## src/rtl/demux18_frame.sv

```systemverilog
// Registered 1:8 demultiplexer / frame assembler: serial bits land in lane registers
// and a completed byte is published with a one-cycle valid pulse. Option macro: DEMUX_PARITY_EN.
module demux18_frame (
    input  logic       clk,
    input  logic       rst_n,
    input  logic       d,
    input  logic       d_valid,
    input  logic [2:0] s,
    input  logic       auto,
    input  logic       clr,
    output logic [7:0] lanes,
    output logic [7:0] frame,
    output logic       frame_valid,
    output logic [2:0] ptr,
    output logic       busy
`ifdef DEMUX_PARITY_EN
    ,
    output logic       frame_par
`endif
);

    typedef enum logic [1:0] {IDLE, FILL, DONE} state_t;

    state_t     state, state_nx;
    logic [7:0] mask;
    logic [7:0] onehot;
    logic [7:0] mask_upd;
    logic [7:0] lanes_upd;
    logic [2:0] idx;
    logic       wr;
    logic       complete;

`ifdef DEMUX_PARITY_EN
    function automatic logic frame_parity(input logic [7:0] v);
        return ^v;
    endfunction
`endif

    // External select arrives bit-reversed from the upstream mux chain.
    always_comb begin
        idx       = auto ? ptr : {s[0], s[1], s[2]};
        wr        = d_valid && !clr;
        onehot    = 8'b1 << idx;
        mask_upd  = mask | onehot;
        lanes_upd = lanes;
        lanes_upd[idx] = d;
        complete  = wr && (mask_upd == 8'hFF);
    end

    always_comb begin
        state_nx = state;
        case (state)
            IDLE: begin
                if (wr)
                    state_nx = complete ? DONE : FILL;
            end
            FILL: begin
                if (clr)
                    state_nx = IDLE;
                else if (complete)
                    state_nx = DONE;
            end
            DONE: begin
                // A write in the pulse cycle starts the next frame without a bubble.
                state_nx = wr ? FILL : IDLE;
            end
            default: state_nx = IDLE;
        endcase
    end

    always_ff @(posedge clk or negedge rst_n) begin
        if (!rst_n)
            state <= IDLE;
        else
            state <= state_nx;
    end

    always_ff @(posedge clk or negedge rst_n) begin
        if (!rst_n) begin
            lanes <= 8'h00;
            frame <= 8'h00;
            mask  <= 8'h00;
            ptr   <= 3'd0;
        end else if (clr) begin
            lanes <= 8'h00;
            mask  <= 8'h00;
            ptr   <= 3'd0;
        end else if (wr) begin
            lanes <= lanes_upd;
            if (complete) begin
                frame <= lanes_upd;
                mask  <= 8'h00;
                ptr   <= 3'd0;
            end else begin
                mask <= mask_upd;
                if (auto)
                    ptr <= ptr + 3'd1;
            end
        end
    end

`ifdef DEMUX_PARITY_EN
    always_ff @(posedge clk or negedge rst_n) begin
        if (!rst_n)
            frame_par <= 1'b0;
        else if (complete)
            frame_par <= frame_parity(lanes_upd);
    end
`endif

    assign frame_valid = (state == DONE);
    assign busy        = (state == FILL);

endmodule
```

## config.mk

```make
export PLATFORM = sky130hd
export DESIGN_NAME = demux18_frame
export DESIGN_NICKNAME = d
export VERILOG_FILES = /design/src/rtl/demux18_frame.sv
export SDC_FILE = /design/constraint.sdc
export NUM_CORES = 1
export LEC_CHECK = 0
export CORE_ASPECT_RATIO = 1.2
export CORE_MARGIN = 2
export CORE_UTILIZATION = 55
export CTS_CLUSTER_DIAMETER = 120
export CTS_CLUSTER_SIZE = 12
export DETAILED_ROUTE_END_ITERATION = 8
export GPL_ROUTABILITY_DRIVEN = 1
export GPL_TIMING_DRIVEN = 0
export PLACE_DENSITY = 0.89
export SLEW_MARGIN = 10
export SYNTH_ARGS = -nofsm -noshare
export SYNTH_HDL_FRONTEND = slang
export SYNTH_SLANG_ARGS = --single-unit
```

## constraint.sdc

```tcl
create_clock -name clk -period 3.75 [get_ports clk]
set_clock_uncertainty 0.15 [all_clocks]
set_input_delay 0.75 -clock clk [delete_from_list [all_inputs] [get_ports clk]]
set_output_delay 0.75 -clock clk [all_outputs]
set_load 0.02 [all_outputs]
```

==> impl_metrics.csv <==
group,metric,value,unit
worst_setup_path,cp.required,3820,ps
placed_design,dpl.hpwl,2810,µm
finish,final_util,0.705,
floorplanning,start_util,0.574,
floorplanning,pin_count,30,
pwr,p_leak,0.914,nW
sta,hold_viol,0,
worst_setup_path,r2r_cells,6,
routing,vias,1517,
finish,finalInstanceArea,2130,µm²
sta,worst_pin_slew,751,ps
placed_design,io_buffers,27,
worst_setup_path,slowest_stage,"clkdlybuf4s50_1",
pwr,power.density,325,nW/µm²
cts,cts_buffers,5,
placed_design,postPlaceCellArea,2050,µm²
logic_synthesis,syn_avg_cell_area,9.45,µm²
worst_setup_path,crit_fanout,9,
finish,layout_commonest_cell,"dfrtp_1",
floorplanning,die_area,3630,µm²
grt,grt_max_degree,30,
logic_synthesis,syn_inst,184,
grt,grt_antenna_before_repair,0,
routing,drt_first_pass_iters,4,
routing,routed.top_layer,"met4",
worst_hold_path,holdCritPathClass,"input pin to asynchronous set/reset pin",
routing,drt_iter0_drc,43,
logic_synthesis,async_reset_ff_frac,1.00,
run_status,status,"finished clean",
cts,htreeDepth,2,
logic_synthesis,synth-seq-cells,29,
grt,grt_pass1_vias,1367,
cts,clk_latency,330,ps
finish,drive_above_1_share,0.128,
placed_design,placed_cells,247,
cts,post_cts_resized,0,
cts,cts_sinks,29,
cts,cts-root-buf,"clkbuf_4",
sta,slew_violations,0,
worst_setup_path,crit_arrival,3120,ps
logic_synthesis,synth-edff-count,0,
finish,antenna_cells,0,
routing,wl_per_cell,15.5,µm
logic_synthesis,yosysSeqAreaShare,0.418,
logic_synthesis,yosysUniqueCellTypes,47,
finish,post_layout_nonfiller_instances,255,
sta,final.setup.tns,0,ps
sta,setup_viol,0,
grt,globalRouteTotalUtil,0.243,
routing,wirelength,3940,µm
flow_run,max_cap_viol_count,0,
worst_setup_path,cpPeakStageDelay,650,ps
sta,fin_crit,3060,ps
worst_setup_path,start_kind,"input pin",
logic_synthesis,ys_warn_count,0,
cts,cts_hold_buf,0,
floorplanning,die_h,65.6,µm
grt,grt_pass1_wl,6650,µm
finish,area_delta_synth_final,22.8,%
logic_synthesis,syn_area,1740,µm²
sta,max_freq,327,MHz
sta,rsz0062_at_grt,"false",
worst_setup_path,critPathKind,"input pin to flop",
cts,cts.clk_slew.worst_paths,90,ps
sta,max_slew_margin,0.499,
routing,drcViolationCount,0,
pwr,finalPower,0.693,mW
cts,cts_setup_buffers,0,
pwr,peakVddDrop,0.000252,V
placed_design,place.gp.congestion,0.967,
worst_setup_path,endpoint_kind,"flop",
routing,wl_met1,1850,µm
cts,cts_buffer_depth,2,
cts,tritoncts,"yes",
routing,ant_nets,0,
logic_synthesis,synth.net_count,194,
floorplanning,die_w,55.3,µm
floorplanning,coreArea,3030,µm²
finish,final_nets,228,
logic_synthesis,ys.flop_type,"dfrtp_1",
routing,dr_wl_met2,1800,µm
routing,wl_met3,210,µm
routing,vias_per_cell,5.95,
floorplanning,row_count,22,
grt,grt_overflow,0,
finish,final_cell_mix,"29 x dfrtp_1, 26 x clkdlybuf4s50_1, 22 x nand2_1, 21 x a21oi_1, 11 x nor2_1",
worst_setup_path,cp_cell_sequence,"clkdlybuf4s50_1, nor2b_1, o2bb2ai_1, o22a_1, and4_1, buf_2, mux2_1",
sta,period_share,0.815,
-- logic make-up after synthesis --
logic type | synth area share
compound gates | 0.174
mux | 0.113
buf+inv | 0.0482
simple gates | 0.240
flops | 0.418
fa+ha+maj | 0.00720
-- stage by stage --
step                      worst slack [ps]  hold WS [ps]
after global routing                   530           326
after CTS                              721           293
after floorplan                       1130           304
after detailed placement               380           328
after global placement                 413           321
final                                  694           282
-- worst max-delay path: cells and delay by family --
kind	cells	cell delay [ps]
AO/OA/AOI/OAI	2	570
buffers and inverters	2	890
multiplexers	1	360
AND/OR/NAND/NOR	2	550
-- synth_stat cells (2+ instances only) --
library cell	n	area share
dfrtp_1	29	0.42
o21ai_1	2	0.0058
a21oi_1	21	0.060
nand4_1	2	0.0072
buf_2	7	0.020
nor2_1	11	0.024
mux2_2	7	0.045
nand2_1	22	0.048
inv_1	6	0.013
o221a_1	2	0.013
clkbuf_1	5	0.011
and2_1	3	0.011
and4bb_1	2	0.014
nor2b_1	6	0.022
a22oi_1	2	0.0086
nand2b_1	5	0.018
a21boi_0	2	0.0086
mux2i_1	5	0.029
mux2_1	6	0.039
o22ai_1	2	0.0072
a221oi_1	2	0.010
nor4b_2	2	0.017
nand3_1	9	0.026
-- cell type report --
cell class,instances,area [µm²]
Timing Repair Buffer,27,265
Fill cell,250,895
Inverter,6,22.5
Buffer,13,61.3
Multi-Input combinational cell,136,928
Tap cell,36,45.0
Clock buffer,7,55.1
Clock inverter,1,30.0
Sequential cell,29,726
-- registers in the layout, summed over array words and instances, names as in the netlist --
register	flops
ptr	3
mask	8
state	2
frame	8
lanes	8
-- final timing paths --
kind,from,endpoint,slack [ps]
max in group asynchronous,rst_n,lanes[3],2750
worst max register to register,ptr[2],mask[6],1240
min in group clk,frame[4],frame[4],340
worst min-delay path,rst_n,ptr[0],280
worst min register to register,frame[4],frame[4],340
worst max-delay path,s[1],frame[0],690
-- where the power goes --
| group | internal [mW] | total (mW) | switching [mW] |
|---|---|---|---|
| clock network | 0.159 | 0.269 | 0.110 |
| logic | 0.0400 | 0.0989 | 0.0588 |
| registers | 0.319 | 0.325 | 0.00518 |
| total | 0.518 | 0.693 | 0.174 |
-- per-layer routing --
metal | vias to the layer above | GRT usage
li1 | 735 | -
met4 | 0 | 0.107
met5 | - | 0
met3 | 7 | 0.0551
met2 | 51 | 0.369
met1 | 724 | 0.332
Note: power is estimated with default switching activity, not from simulation.
==> RTL change 1, RTL diff (config.mk and constraints unchanged) <==
Put a register stage on the outputs `frame_valid` and `busy`, cleared by the reset. The values now appear one clock later. The other outputs are not delayed to match.
--- a/src/rtl/demux18_frame.sv
+++ b/src/rtl/demux18_frame.sv
@@ -109,6 +109,13 @@
 `endif
 
-    assign frame_valid = (state == DONE);
-    assign busy        = (state == FILL);
+    always_ff @(posedge clk or negedge rst_n) begin
+        if (!rst_n) begin
+            frame_valid <= '0;
+            busy        <= '0;
+        end else begin
+            frame_valid <= (state == DONE);
+            busy        <= (state == FILL);
+        end
+    end
 
 endmodule
Check against the original RTL: not equivalent (Yosys sat finds a counterexample within 4 cycles, from zero or initial values and one cycle with rst_n low).
==> RTL change 1 against the unedited design <==
Setup slack worse by 0.52 ns; power is 3.5% higher; global-route usage is 1.5 points higher; synthesized cell count is 0.54% lower; fmax is 15% lower; area after synthesis is 1.7% higher; sequential cell count is 2 higher; final area is 0.76% higher; routed wire length is 10% higher; worst hold slack better by 0.0023 ns; die area is 1.6% higher; largest power group unchanged; sequential share of layout area is 2.1 points higher; count of clock-buffer cells in the layout is 1 lower.
==> RTL change 1: results (changes against the unedited design) <==
status finished clean (unchanged); DR WL/cell 17.1 µm (was 15.5 µm); count of plain and timing-repair buffers 41 (was 40); clock buffer count 6 (was 7); largest stage delay on the critical path 0.86 ns (was 0.65 ns); number of instances in the placed design 246 (was 247); Place WS -0.0752 ns (was 0.380 ns); commonest cells in the netlist dfrtp_1, nand2_1, inv_1, a21oi_1 (was dfrtp_1, nand2_1, a21oi_1, nor2_1, nand3_1); FF+latch count, synth 31 (was 29); Synth Area in Compound Gates 0.164 (was 0.174); Synth cell types 43 (was 47); seq pwr 352 µW (was 325 µW); pwr dens 333 nW/µm² (was 325 nW/µm²); Max VDD drop 0.302 mV (was 0.252 mV); Worst path top cell family by delay compound AO/OA/AOI/OAI gates (was buffers and inverters); met1 WL 1.75 mm (was 1.85 mm); Inverters, non-clock 15 (was 6); Crit-path slowest cell a222oi_1 (was clkdlybuf4s50_1); core area 3060 µm² (was 3030 µm²); placed instance area 2080 µm² (was 2050 µm²); sw frac 0.264 (was 0.252); nets@finish 227 (was 228); combinational power 113 µW (was 98.9 µW); met3 wire len 328 µm (was 210 µm); NonClk Buf Share 0.151 (was 0.153); CP Max Fanout 10 (was 9); post-synthesis mux area share 0.102 (was 0.113); actual slew at the worst max-slew pin 0.968 ns (was 0.751 ns); routed wl met2 2.17 mm (was 1.80 mm)
RTL change 1: cell types whose count changed in the layout (fill, tap and decap cells not counted), sizes merged, moves of 3 or more:
| cell | change |
|---|---|
| a21oi | -11 |
| a221oi | +6 |
| buf | -3 |
| clkbuf | +3 |
| inv | +9 |
| mux2 | -5 |
| mux2i | +4 |
| nor2 | -5 |
RTL change 1: worst paths after layout:
kind | startpoint | to | slack, ns | depth (start not counted)
max in group asynchronous | rst_n | lanes[2]$_DFFE_PN0P_ | 2.72 | 1
worst max-delay path | auto | frame[2]$_DFFE_PN0P_ | 0.17 | 7
worst min register to register | state[0]$_DFFE_PN0P_ | frame_valid$_DFF_PN0_ | 0.34 | 1
min in group clk | state[0]$_DFFE_PN0P_ | frame_valid$_DFF_PN0_ | 0.34 | 1
worst min-delay path | rst_n | mask[4]$_DFFE_PN0P_ | 0.28 | 1
worst max register to register | ptr[0]$_DFFE_PN0P_ | frame[2]$_DFFE_PN0P_ | 0.68 | 6
==> RTL change 2, RTL diff (same flow settings) <==
Made on the original files. The option `DEMUX_PARITY_EN` is turned on by a define.
--- a/src/rtl/demux18_frame.sv
+++ b/src/rtl/demux18_frame.sv
@@ -1,4 +1,6 @@
 // Registered 1:8 demultiplexer / frame assembler: serial bits land in lane registers
 // and a completed byte is published with a one-cycle valid pulse. Option macro: DEMUX_PARITY_EN.
+`define DEMUX_PARITY_EN
+
 module demux18_frame (
     input  logic       clk,
Function (old outputs only; new: frame_par): kept (Yosys induction, for registers that start in step).
==> RTL change 2 against the unedited design <==
Power down 5.6%; first-iteration DRC count down 35%; area after synthesis up 4.7%; sequential cell count up 1; utilization up 0.58 points; routed wire length down 2.0%; non-clock buffer count down 3; count of clock-buffer cells in the layout unchanged; critical path depth up 2; highest routed layer unchanged; worst hold slack worse by 0.0054 ns; setup slack worse by 0.31 ns; final area up 3.6%; clock power down 25%.
==> RTL change 2: results (changes against the unedited design) <==
Synth Area in Compound Gates 0.174 (about the same); DP Wirelength 2.90 mm (was 2.81 mm); number of instances in the placed design 253 (was 247); Initial DRC Count 28 (was 43); Critical Path AT 3.44 ns (was 3.12 ns); placed instance area 2150 µm² (was 2050 µm²); CTS root buf clkbuf_4 (unchanged); post-synthesis area per instance 9.68 µm² (was 9.45 µm²); largest net degree at the start of global routing 31 (was 30); actual slew at the worst max-slew pin 0.649 ns (was 0.751 ns); first-pass GRT wire length 6.40 mm (was 6.65 mm); Post-Route WL 3.87 mm (was 3.94 mm); largest stage delay on the critical path 0.56 ns (was 0.65 ns); post-synthesis mux area share 0.138 (was 0.113); average via count per standard cell 5.75 (was 5.95); Tot GR Track Use 0.225 (was 0.243); post-synthesis sequential area ratio 0.413 (was 0.418); status finished clean (unchanged); layout cell share with drive strength beyond 1 0.151 (was 0.128); Max VDD drop 0.264 mV (was 0.252 mV); XOR/XNOR Fraction of Synth Area 0.0481 (was 0); Static Leakage 0.966 nW (was 0.914 nW); adder-cell area share of the yosys netlist 0.00688 (was 0.00720); commonest cells in the netlist dfrtp_1, nand2_1, a21oi_1, nand3_1, nor2_1 (was dfrtp_1, nand2_1, a21oi_1, nor2_1, nand3_1); nets@finish 234 (was 228); Fillers 243 (was 250); Synth cell types 37 (was 47); Crit-path slowest cell clkdlybuf4s50_1 (unchanged); I/O Buffers 29 (was 27); CP Max Fanout 10 (was 9); DR WL/cell 14.8 µm (was 15.5 µm); GPL Wtd Cong 0.791 (was 0.967); Place WS 0.0576 ns (was 0.380 ns); vias in the first global route 1371 (was 1367); syn_nets 198 (was 194); largest cells by area after synthesis dfrtp_1, mux2_4, a21oi_1, xnor2_1, nand2_1 (was dfrtp_1, a21oi_1, nand2_1, mux2_2, mux2_1)
RTL change 2: final cells by class:
class | instances | area (µm²) | area share
inverters | 10 | 37.5 | 0.0170
clock buffers | 7 | 55.1 | 0.0249
plain buffers | 8 | 46.3 | 0.0210
well taps | 36 | 45.0 | 0.0204
flip-flops and latches | 30 | 751 | 0.340
clock inverters | 1 | 5.00 | 0.00227
multi-input cells | 140 | 985 | 0.446
repair buffers | 29 | 285 | 0.129
RTL change 2: path summary, 6_finish.rpt:
path	from	to	slack, ns	cells past startpoint
min in group clk	state[1]$_DFFE_PN0P_	state[1]$_DFFE_PN0P_	0.36	1
min	rst_n	state[1]$_DFFE_PN0P_	0.28	1
min reg2reg	state[1]$_DFFE_PN0P_	state[1]$_DFFE_PN0P_	0.36	1
max in group asynchronous	rst_n	frame[7]$_DFFE_PN0P_	2.75	1
max	auto	frame_par$_DFFE_PN0P_	0.39	9
max reg2reg	ptr[0]$_DFFE_PN0P_	frame_par$_DFFE_PN0P_	0.92	8
RTL change 2: logic make-up (layout without fill, tap and decap cells):
family          after synthesis  count (layout)
compound gates               46              46
xor+xnor                     10              10
fa+ha+maj                     1               1
buf+inv                      18              55
flops                        30              30
mux                          20              20
simple gates                 63              63
RTL change 2: report_power, final:
part	internal (mW)	total [mW]	switching [mW]	leakage, nW
logic	0.0474	0.112	0.0649	0.516
registers	0.330	0.339	0.00908	0.414
clock network	0.0907	0.202	0.112	0.0353
total	0.468	0.654	0.186	0.966
RTL change 2: layer usage:
metal,GRT usage,vias up,share of wire
met5,0,-,0
met4,0.0923,0,0.021
met1,0.263,728,0.45
met2,0.390,29,0.50
li1,-,735,-
met3,0.0583,8,0.031
